**src/rtl/la_ram_write_arbiter_pkg.sv**
```systemverilog
// Shared types and constants for the pod-to-DDR write arbiter.
package la_ram_pkg;

  typedef enum logic [2:0] {
    ST_IDLE,
    ST_ADDR_POP,
    ST_ADDR_WAIT,
    ST_CMD,
    ST_DATA
  } state_t;

  typedef logic pod_t;

  localparam pod_t POD0 = 1'b0;
  localparam pod_t POD1 = 1'b1;

  localparam logic [2:0] APP_CMD_WRITE = 3'b000;

endpackage

```
**src/rtl/la_ram_write_arbiter_if.sv**
```systemverilog
// Memory controller native application port (command + write data channels).
interface la_ram_write_arbiter_if #(
  parameter int ADDR_WIDTH = 29
);
  logic                  app_en;
  logic [2:0]            app_cmd;
  logic [ADDR_WIDTH-1:0] app_addr;
  logic                  app_rdy;
  logic [127:0]          app_wdf_data;
  logic                  app_wdf_wren;
  logic                  app_wdf_end;
  logic                  app_wdf_rdy;

  modport master (
    output app_en, app_cmd, app_addr, app_wdf_data, app_wdf_wren, app_wdf_end,
    input  app_rdy, app_wdf_rdy
  );

  modport slave (
    input  app_en, app_cmd, app_addr, app_wdf_data, app_wdf_wren, app_wdf_end,
    output app_rdy, app_wdf_rdy
  );
endinterface

```
**src/rtl/la_ram_write_arbiter_skid.sv**
```systemverilog
// Two-entry fall-through FIFO: an empty buffer forwards the pushed word combinationally.
module la_write_skid (
  input  logic         clk,
  input  logic         rst,
  input  logic         push,
  input  logic [127:0] push_data,
  input  logic         pop_ready,
  output logic         out_valid,
  output logic [127:0] out_data,
  output logic [1:0]   count
);
  logic [127:0] r_mem [2];
  logic         r_wr;
  logic         r_rd;
  logic [1:0]   r_count;
  logic         w_empty;
  logic         w_store;
  logic         w_deq;

  assign w_empty   = (r_count == 2'd0);
  assign out_valid = !w_empty || push;
  assign out_data  = !w_empty ? r_mem[r_rd] : (push ? push_data : '0);
  assign count     = r_count;

  // A push bypasses storage only when the buffer is empty and the word leaves now.
  assign w_store = push && !(w_empty && pop_ready);
  assign w_deq   = out_valid && pop_ready && !w_empty;

  always_ff @(posedge clk) begin
    if (rst) begin
      r_wr    <= 1'b0;
      r_rd    <= 1'b0;
      r_count <= 2'd0;
    end else begin
      if (w_store) begin
        r_mem[r_wr] <= push_data;
        r_wr        <= ~r_wr;
      end
      if (w_deq) begin
        r_rd <= ~r_rd;
      end
      r_count <= r_count + 2'(w_store) - 2'(w_deq);
    end
  end
endmodule

```
**src/rtl/la_ram_write_arbiter.sv**
```systemverilog
// Round-robin drain of both pods' capture FIFOs into DDR, one full write burst per grant.
module la_ram_write_arbiter
  import la_ram_pkg::*;
#(
  parameter int BURST_LEN  = 4,
  parameter int ADDR_WIDTH = 29
) (
  input  logic                  clk_ram_2x,
  input  logic                  trig_rst_arbiter_2x,
  input  logic                  ram_ready,
  output logic                  la0_ram_addr_rd_en,
  input  logic [ADDR_WIDTH-1:0] la0_ram_addr_rd_data,
  input  logic [7:0]            la0_ram_addr_rd_size,
  output logic                  la0_ram_data_rd_en,
  input  logic [127:0]          la0_ram_data_rd_data,
  input  logic [9:0]            la0_ram_data_rd_size,
  output logic                  la1_ram_addr_rd_en,
  input  logic [ADDR_WIDTH-1:0] la1_ram_addr_rd_data,
  input  logic [7:0]            la1_ram_addr_rd_size,
  output logic                  la1_ram_data_rd_en,
  input  logic [127:0]          la1_ram_data_rd_data,
  input  logic [9:0]            la1_ram_data_rd_size,
  la_ram_write_arbiter_if.master app,
  output logic                  busy,
  output logic [31:0]           la0_burst_count,
  output logic [31:0]           la1_burst_count
);
  localparam logic [7:0] LEN   = 8'(BURST_LEN);
  localparam logic [7:0] LAST  = 8'(BURST_LEN - 1);
  localparam logic [9:0] LEN_D = 10'(BURST_LEN);

  state_t                r_state;
  pod_t                  r_grant;
  logic                  r_prio;
  logic                  r_addr_rd_en0;
  logic                  r_addr_rd_en1;
  logic                  r_app_en;
  logic [ADDR_WIDTH-1:0] r_app_addr;
  logic [7:0]            r_popped;
  logic [7:0]            r_accepted;
  logic                  r_inflight;
  logic                  r_data_done;
  logic [31:0]           r_cnt0;
  logic [31:0]           r_cnt1;

  logic                  w_elig0;
  logic                  w_elig1;
  pod_t                  w_pick;
  logic                  w_pop;
  logic                  w_wacc;
  logic                  w_last_acc;
  logic                  w_skid_valid;
  logic [127:0]          w_skid_data;
  logic [1:0]            w_skid_count;
  logic [127:0]          w_rd_data;
  logic [ADDR_WIDTH-1:0] w_rd_addr;

  assign w_elig0 = ram_ready && (la0_ram_addr_rd_size != '0) && (la0_ram_data_rd_size >= LEN_D);
  assign w_elig1 = ram_ready && (la1_ram_addr_rd_size != '0) && (la1_ram_data_rd_size >= LEN_D);
  assign w_pick  = (w_elig0 && w_elig1) ? r_prio : w_elig1;

  assign w_rd_data = (r_grant == POD1) ? la1_ram_data_rd_data : la0_ram_data_rd_data;
  assign w_rd_addr = (r_grant == POD1) ? la1_ram_addr_rd_data : la0_ram_addr_rd_data;

  // Words in flight from the FIFO count against skid space so a stall never overflows it.
  assign w_pop = ((r_state == ST_CMD) || (r_state == ST_DATA)) &&
                 ((w_skid_count + {1'b0, r_inflight}) < 2'd2) &&
                 (r_popped != LEN);

  assign w_wacc     = w_skid_valid && app.app_wdf_rdy;
  assign w_last_acc = w_wacc && (r_accepted == LAST);

  la_write_skid u_skid (
    .clk       (clk_ram_2x),
    .rst       (trig_rst_arbiter_2x),
    .push      (r_inflight),
    .push_data (w_rd_data),
    .pop_ready (app.app_wdf_rdy),
    .out_valid (w_skid_valid),
    .out_data  (w_skid_data),
    .count     (w_skid_count)
  );

  assign la0_ram_addr_rd_en = r_addr_rd_en0;
  assign la1_ram_addr_rd_en = r_addr_rd_en1;
  assign la0_ram_data_rd_en = w_pop && (r_grant == POD0);
  assign la1_ram_data_rd_en = w_pop && (r_grant == POD1);

  assign app.app_en       = r_app_en;
  assign app.app_cmd      = APP_CMD_WRITE;
  assign app.app_addr     = r_app_addr;
  assign app.app_wdf_data = w_skid_data;
  assign app.app_wdf_wren = w_skid_valid;
  assign app.app_wdf_end  = w_skid_valid && (r_accepted == LAST);

  assign busy            = (r_state != ST_IDLE);
  assign la0_burst_count = r_cnt0;
  assign la1_burst_count = r_cnt1;

  always_ff @(posedge clk_ram_2x) begin
    if (trig_rst_arbiter_2x) begin
      r_state       <= ST_IDLE;
      r_grant       <= POD0;
      r_prio        <= 1'b0;
      r_addr_rd_en0 <= 1'b0;
      r_addr_rd_en1 <= 1'b0;
      r_app_en      <= 1'b0;
      r_app_addr    <= '0;
    end else begin
      r_addr_rd_en0 <= 1'b0;
      r_addr_rd_en1 <= 1'b0;
      case (r_state)
        ST_IDLE: begin
          if (w_elig0 || w_elig1) begin
            r_grant       <= w_pick;
            r_addr_rd_en0 <= (w_pick == POD0);
            r_addr_rd_en1 <= (w_pick == POD1);
            r_state       <= ST_ADDR_POP;
          end
        end
        ST_ADDR_POP: r_state <= ST_ADDR_WAIT;
        ST_ADDR_WAIT: begin
          r_app_addr <= w_rd_addr;
          r_app_en   <= 1'b1;
          r_state    <= ST_CMD;
        end
        ST_CMD: begin
          if (app.app_rdy) begin
            r_app_en <= 1'b0;
            // All data may already have drained ahead of the command.
            if (r_data_done || w_last_acc) begin
              r_prio  <= ~r_grant;
              r_state <= ST_IDLE;
            end else begin
              r_state <= ST_DATA;
            end
          end
        end
        ST_DATA: begin
          if (w_last_acc) begin
            r_prio  <= ~r_grant;
            r_state <= ST_IDLE;
          end
        end
        default: r_state <= ST_IDLE;
      endcase
    end
  end

  always_ff @(posedge clk_ram_2x) begin
    if (trig_rst_arbiter_2x) begin
      r_popped    <= '0;
      r_accepted  <= '0;
      r_inflight  <= 1'b0;
      r_data_done <= 1'b0;
      r_cnt0      <= '0;
      r_cnt1      <= '0;
    end else begin
      r_inflight <= w_pop;
      if (r_state == ST_IDLE) begin
        r_popped    <= '0;
        r_accepted  <= '0;
        r_data_done <= 1'b0;
      end else begin
        if (w_pop) begin
          r_popped <= r_popped + 8'd1;
        end
        if (w_wacc) begin
          r_accepted <= r_accepted + 8'd1;
        end
        if (w_last_acc) begin
          r_data_done <= 1'b1;
        end
      end
      if (w_last_acc) begin
        if (r_grant == POD1) begin
          r_cnt1 <= r_cnt1 + 32'd1;
        end else begin
          r_cnt0 <= r_cnt0 + 32'd1;
        end
      end
    end
  end
endmodule

```
**src/flat_wrapper.sv**
```systemverilog
// flat-port wrapper written by rule: the top's interface ports become plain ports
module la_ram_write_arbiter_flat import la_ram_pkg::*;
#(
  parameter int BURST_LEN  = 4,
  parameter int ADDR_WIDTH = 29
)
  (clk_ram_2x, trig_rst_arbiter_2x, ram_ready, la0_ram_addr_rd_en, la0_ram_addr_rd_data, la0_ram_addr_rd_size, la0_ram_data_rd_en, la0_ram_data_rd_data, la0_ram_data_rd_size, la1_ram_addr_rd_en, la1_ram_addr_rd_data, la1_ram_addr_rd_size, la1_ram_data_rd_en, la1_ram_data_rd_data, la1_ram_data_rd_size, busy, la0_burst_count, la1_burst_count, app_app_en, app_app_cmd, app_app_addr, app_app_wdf_data, app_app_wdf_wren, app_app_wdf_end, app_app_rdy, app_app_wdf_rdy);
  la_ram_write_arbiter_if #(.ADDR_WIDTH(ADDR_WIDTH)) app_i ();
  input  logic clk_ram_2x;
  input  logic trig_rst_arbiter_2x;
  input  logic ram_ready;
  output logic la0_ram_addr_rd_en;
  input  logic [ADDR_WIDTH-1:0] la0_ram_addr_rd_data;
  input  logic [7:0] la0_ram_addr_rd_size;
  output logic la0_ram_data_rd_en;
  input  logic [127:0] la0_ram_data_rd_data;
  input  logic [9:0] la0_ram_data_rd_size;
  output logic la1_ram_addr_rd_en;
  input  logic [ADDR_WIDTH-1:0] la1_ram_addr_rd_data;
  input  logic [7:0] la1_ram_addr_rd_size;
  output logic la1_ram_data_rd_en;
  input  logic [127:0] la1_ram_data_rd_data;
  input  logic [9:0] la1_ram_data_rd_size;
  output logic busy;
  output logic [31:0] la0_burst_count;
  output logic [31:0] la1_burst_count;
  output wire logic [$bits(app_i.app_en)-1:0] app_app_en;
  output wire logic [$bits(app_i.app_cmd)-1:0] app_app_cmd;
  output wire logic [$bits(app_i.app_addr)-1:0] app_app_addr;
  output wire logic [$bits(app_i.app_wdf_data)-1:0] app_app_wdf_data;
  output wire logic [$bits(app_i.app_wdf_wren)-1:0] app_app_wdf_wren;
  output wire logic [$bits(app_i.app_wdf_end)-1:0] app_app_wdf_end;
  input wire logic [$bits(app_i.app_rdy)-1:0] app_app_rdy;
  input wire logic [$bits(app_i.app_wdf_rdy)-1:0] app_app_wdf_rdy;
  assign app_app_en = app_i.app_en;
  assign app_app_cmd = app_i.app_cmd;
  assign app_app_addr = app_i.app_addr;
  assign app_app_wdf_data = app_i.app_wdf_data;
  assign app_app_wdf_wren = app_i.app_wdf_wren;
  assign app_app_wdf_end = app_i.app_wdf_end;
  assign app_i.app_rdy = app_app_rdy;
  assign app_i.app_wdf_rdy = app_app_wdf_rdy;
  la_ram_write_arbiter #(.BURST_LEN(BURST_LEN), .ADDR_WIDTH(ADDR_WIDTH)) u_core (.clk_ram_2x(clk_ram_2x), .trig_rst_arbiter_2x(trig_rst_arbiter_2x), .ram_ready(ram_ready), .la0_ram_addr_rd_en(la0_ram_addr_rd_en), .la0_ram_addr_rd_data(la0_ram_addr_rd_data), .la0_ram_addr_rd_size(la0_ram_addr_rd_size), .la0_ram_data_rd_en(la0_ram_data_rd_en), .la0_ram_data_rd_data(la0_ram_data_rd_data), .la0_ram_data_rd_size(la0_ram_data_rd_size), .la1_ram_addr_rd_en(la1_ram_addr_rd_en), .la1_ram_addr_rd_data(la1_ram_addr_rd_data), .la1_ram_addr_rd_size(la1_ram_addr_rd_size), .la1_ram_data_rd_en(la1_ram_data_rd_en), .la1_ram_data_rd_data(la1_ram_data_rd_data), .la1_ram_data_rd_size(la1_ram_data_rd_size), .app(app_i), .busy(busy), .la0_burst_count(la0_burst_count), .la1_burst_count(la1_burst_count));
endmodule
```
**config.mk**
```make
export PLATFORM = sky130hd
export DESIGN_NAME = la_ram_write_arbiter_flat
export DESIGN_NICKNAME = d
export VERILOG_FILES = /design/src/rtl/la_ram_write_arbiter_pkg.sv /design/src/rtl/la_ram_write_arbiter_if.sv /design/src/rtl/la_ram_write_arbiter_skid.sv /design/src/rtl/la_ram_write_arbiter.sv /design/src/flat_wrapper.sv
export SDC_FILE = /design/constraint.sdc
export NUM_CORES = 1
export LEC_CHECK = 0
export CAP_MARGIN = 10
export CORE_MARGIN = 2
export CORE_UTILIZATION = 35
export DETAILED_ROUTE_END_ITERATION = 10
export GPL_ROUTABILITY_DRIVEN = 0
export PLACE_DENSITY_LB_ADDON = 0.25
export SLEW_MARGIN = 40
export SYNTH_ARGS = -nofsm -noshare
export SYNTH_HDL_FRONTEND = slang
export SYNTH_SLANG_ARGS = --single-unit
```
**constraint.sdc**
```tcl
create_clock -name clk_ram_2x -period 12.9 [get_ports clk_ram_2x]
set_input_delay 1.935 -clock clk_ram_2x [delete_from_list [all_inputs] [get_ports clk_ram_2x]]
set_output_delay 1.935 -clock clk_ram_2x [all_outputs]
set_load 0.02 [all_outputs]
```
==> flow_summary.json <==
{
  "hold_end": "u_core.r_accepted[1]",
  "synth_seq_cells": 380,
  "busiest_layer": "met2",
  "relSlewSlack": 0.4690,
  "clkLatencyLatePin_ns": 0.55,
  "dp_slack_ns": 7.265,
  "startpoint_type": "input port",
  "dieArea_mm2": 0.05383,
  "synth.top_cell.area_share": 0.4225,
  "leakage_nw": 8.299,
  "grt_setup_unrepaired": "no",
  "ir_drop_v": 0.00009468,
  "seq_area_mm2": 0.01018,
  "hold_start": "u_core.r_accepted[1]",
  "grt_pass1_vias": 14300,
  "maxCapViolCount": 0,
  "hold_depth": 2,
  "slowest_stage": "clkdlybuf4s50_1",
  "start_util": 0.3540,
  "tightestPinTransition_ns": 0.7965,
  "setup_ws_ns": 7.304,
  "core_mm2": 0.05141,
  "setup_viol": 0,
  "antenna_found_initial": 0,
  "tns_ns": 0,
  "syn_area_per_cell_um2": 11.71,
  "port_buffers": 579,
  "period_needed_ns": 5.596,
  "wire_per_inst_um": 18.87,
  "grt.met1_usage": 0.2197,
  "postCtsHoldBufs": 0,
  "drv_slew": 0,
  "seq_area_frac_synth": 0.5589,
  "synth_edf_count": 256,
  "drc": 0,
  "clock_path_buffers": 3,
  "cts_buffers": 42,
  "die-height_um": 232.0,
  "finClkSkew_ns": 0.007926,
  "synth_flop_cell": "edfxtp_1",
  "ys_types": 55,
  "fill_cells": 4594,
  "arrival_ns": 3.66,
  "post-cts-setup-buffers": 0,
  "io_pins": 587,
  "synthTopCellsByCount": "a21oi_1 (301), edfxtp_1 (256), mux2i_1 (160)",
  "diodes": 0,
  "fmax_mhz": 178.7,
  "synth_area_leaders": "edfxtp_1 (42%), dfxtp_1 (14%), mux2_2 (9.2%), mux2i_1 (8.8%), a21oi_1 (8.3%)",
  "hp-class": "reg -> reg",
  "vias": 14440,
  "detail-route-antenna-nets": 0,
  "drive_gt1_frac": 0.1132,
  "cts_tree": "built",
  "firstDrtPassIters": 5,
  "use_met2": 0.3329,
  "cts_resized": 0,
  "grt_max_degree": 97,
  "synthArstFlopShare": 0,
  "r2r-start": "u_core.u_skid.count[1]",
  "area_delta_synth_final_pct": 42.12,
  "finalCritPeriodShare": 0.4338,
  "dpl.hpwl_um": 35970,
  "met3_usage": 0.05611,
  "powerDensity_mw_per_mm2": 176.5,
  "hold_viol": 0,
  "num_rows": 83,
  "path_clk_slew_ns": 0.06,
  "drt_iter0_markers": 759,
  "crit_chain": "clkdlybuf4s50_1 > mux2_2 > a21oi_1 > a21oi_1 > clkdlybuf4s50_1",
  "multi_input_area_mm2": 0.007520,
  "synth_warnings": 0,
  "htreeDepth": 2,
  "critPathRequiredTime_ns": 10.97,
  "reg2reg_slack_ns": 9.85,
  "worstRegToRegCells": 5,
  "root_buffer": "clkbuf_16",
  "worstReg2RegEnd": "u_core.u_skid.r_mem[1][61]",
  "cpPeakStageDelay_ns": 0.70,
  "synth_cells": 1554,
  "cp_max_fo": 3,
  "routed_wl_um": 52510,
  "crit_path_start": "la1_ram_data_rd_data[100]",
  "synth_area_mm2": 0.01820,
  "crit_path_end_kind": "output port",
  "cts_num_sinks": 380,
  "status": "completed",
  "nNetsFinal": 2432,
  "synth_top_area_cell": "edfxtp_1",
  "grt_use_total": 0.1866,
  "yosysMostFrequentCell": "a21oi_1",
  "fp.dieW_um": 232.0,
  "gr-total-overflow": 0,
  "path_class": "in -> out",
  "vias_per_cell": 5.190,
  "grt_pass1_wl_um": 79290
}
==> sequential cells by signal, indices dropped and copies added (netlist names), named ones only <==
register and cells:
u_core.app.app_en 1, u_core.r_grant 1, u_core.app.app_addr 29, u_core.la1_ram_addr_rd_en 1, u_core.u_skid.count 2, u_core.r_data_done 1, u_core.r_state 3, u_core.r_inflight 1
u_core.la0_ram_addr_rd_en 1, u_core.u_skid.r_mem 256, u_core.r_accepted 8, u_core.r_prio 1, u_core.la1_burst_count 32, u_core.r_popped 8, u_core.la0_burst_count 32, u_core.u_skid.r_rd 1
u_core.u_skid.r_wr 1
==> kinds of logic after synthesis <==
family                   Yosys count  synth area share
XOR/XNOR                          13          0.006257
flip-flops                       380            0.5589
AO/OA/AOI/OAI                    400            0.1225
multiplexers                     310            0.1808
other                              1         0.0002061
AND/OR/NAND/NOR                  306           0.09572
buffers and inverters            137           0.03074
adder cells (fa/ha/maj)            7          0.004813
==> worst max path at each step <==
stage                                end  slack [ns]
2_1_floorplan  u_core.u_skid.r_mem[1][0]        0.27
3_3_place_gp       app_app_wdf_data[100]        7.25
3_5_place_dp       app_app_wdf_data[100]        7.27
4_1_cts            app_app_wdf_data[100]        7.26
5_1_grt            app_app_wdf_data[100]        7.21
6_report           app_app_wdf_data[100]        7.30
==> layout by cell type, fill, tap and decap left out, types with 45 or more instances in the layout <==
cell             count
a21oi_1            301
clkbuf_16           45
clkdlybuf4s50_1    578
dfxtp_1            121
edfxtp_1           256
mux2_2             148
mux2i_1            160
nor2_1              75
==> area by class of cell <==
class                   instances  area share
clock inverters                19    0.005322
inverters                      14    0.002032
multi-input cells            1039      0.2908
repair buffers                593      0.2299
clock buffers                  57     0.04543
flip-flops and latches        380      0.3937
well taps                     680     0.03290
==> power breakdown <==
part           internal [W]  leakage, nW  switching (W)  total, W
combinational      0.000903         4.34        0.00114   0.00204
clock              0.000676        0.646       0.000469   0.00115
sequential          0.00133         3.31      0.0000445   0.00138
total               0.00291         8.30        0.00165   0.00456
==> per-layer routing <==
layer / wire length (um) / share of wire
met1: 20710 / 0.39
met4: 824 / 0.016
met2: 26560 / 0.51
met5: 0 / 0
met3: 4411 / 0.084
==> worst max-delay path: cells and delay by family <==
| family | cells | cell delay [ns] |
|---|---|---|
| compound gates | 2 | 0.38 |
| buf+inv | 2 | 1.16 |
| mux | 1 | 0.19 |
==> per-stage QoR <==
stage	cells	util	power, W	hold WS, ns	instance area, um2
after floorplan	1556	-	0.002486	0.4331	18200
after global placement	2705	0.4760	0.003446	0.4650	24470
after detailed placement	2705	0.4768	0.003452	0.4705	24510
after CTS	2781	0.5023	0.004621	0.4795	25820
after global routing	2782	0.5031	0.004794	0.4930	25860
final	2782	0.5031	0.004563	0.4842	25860
Power figures use the tool's default switching activity.
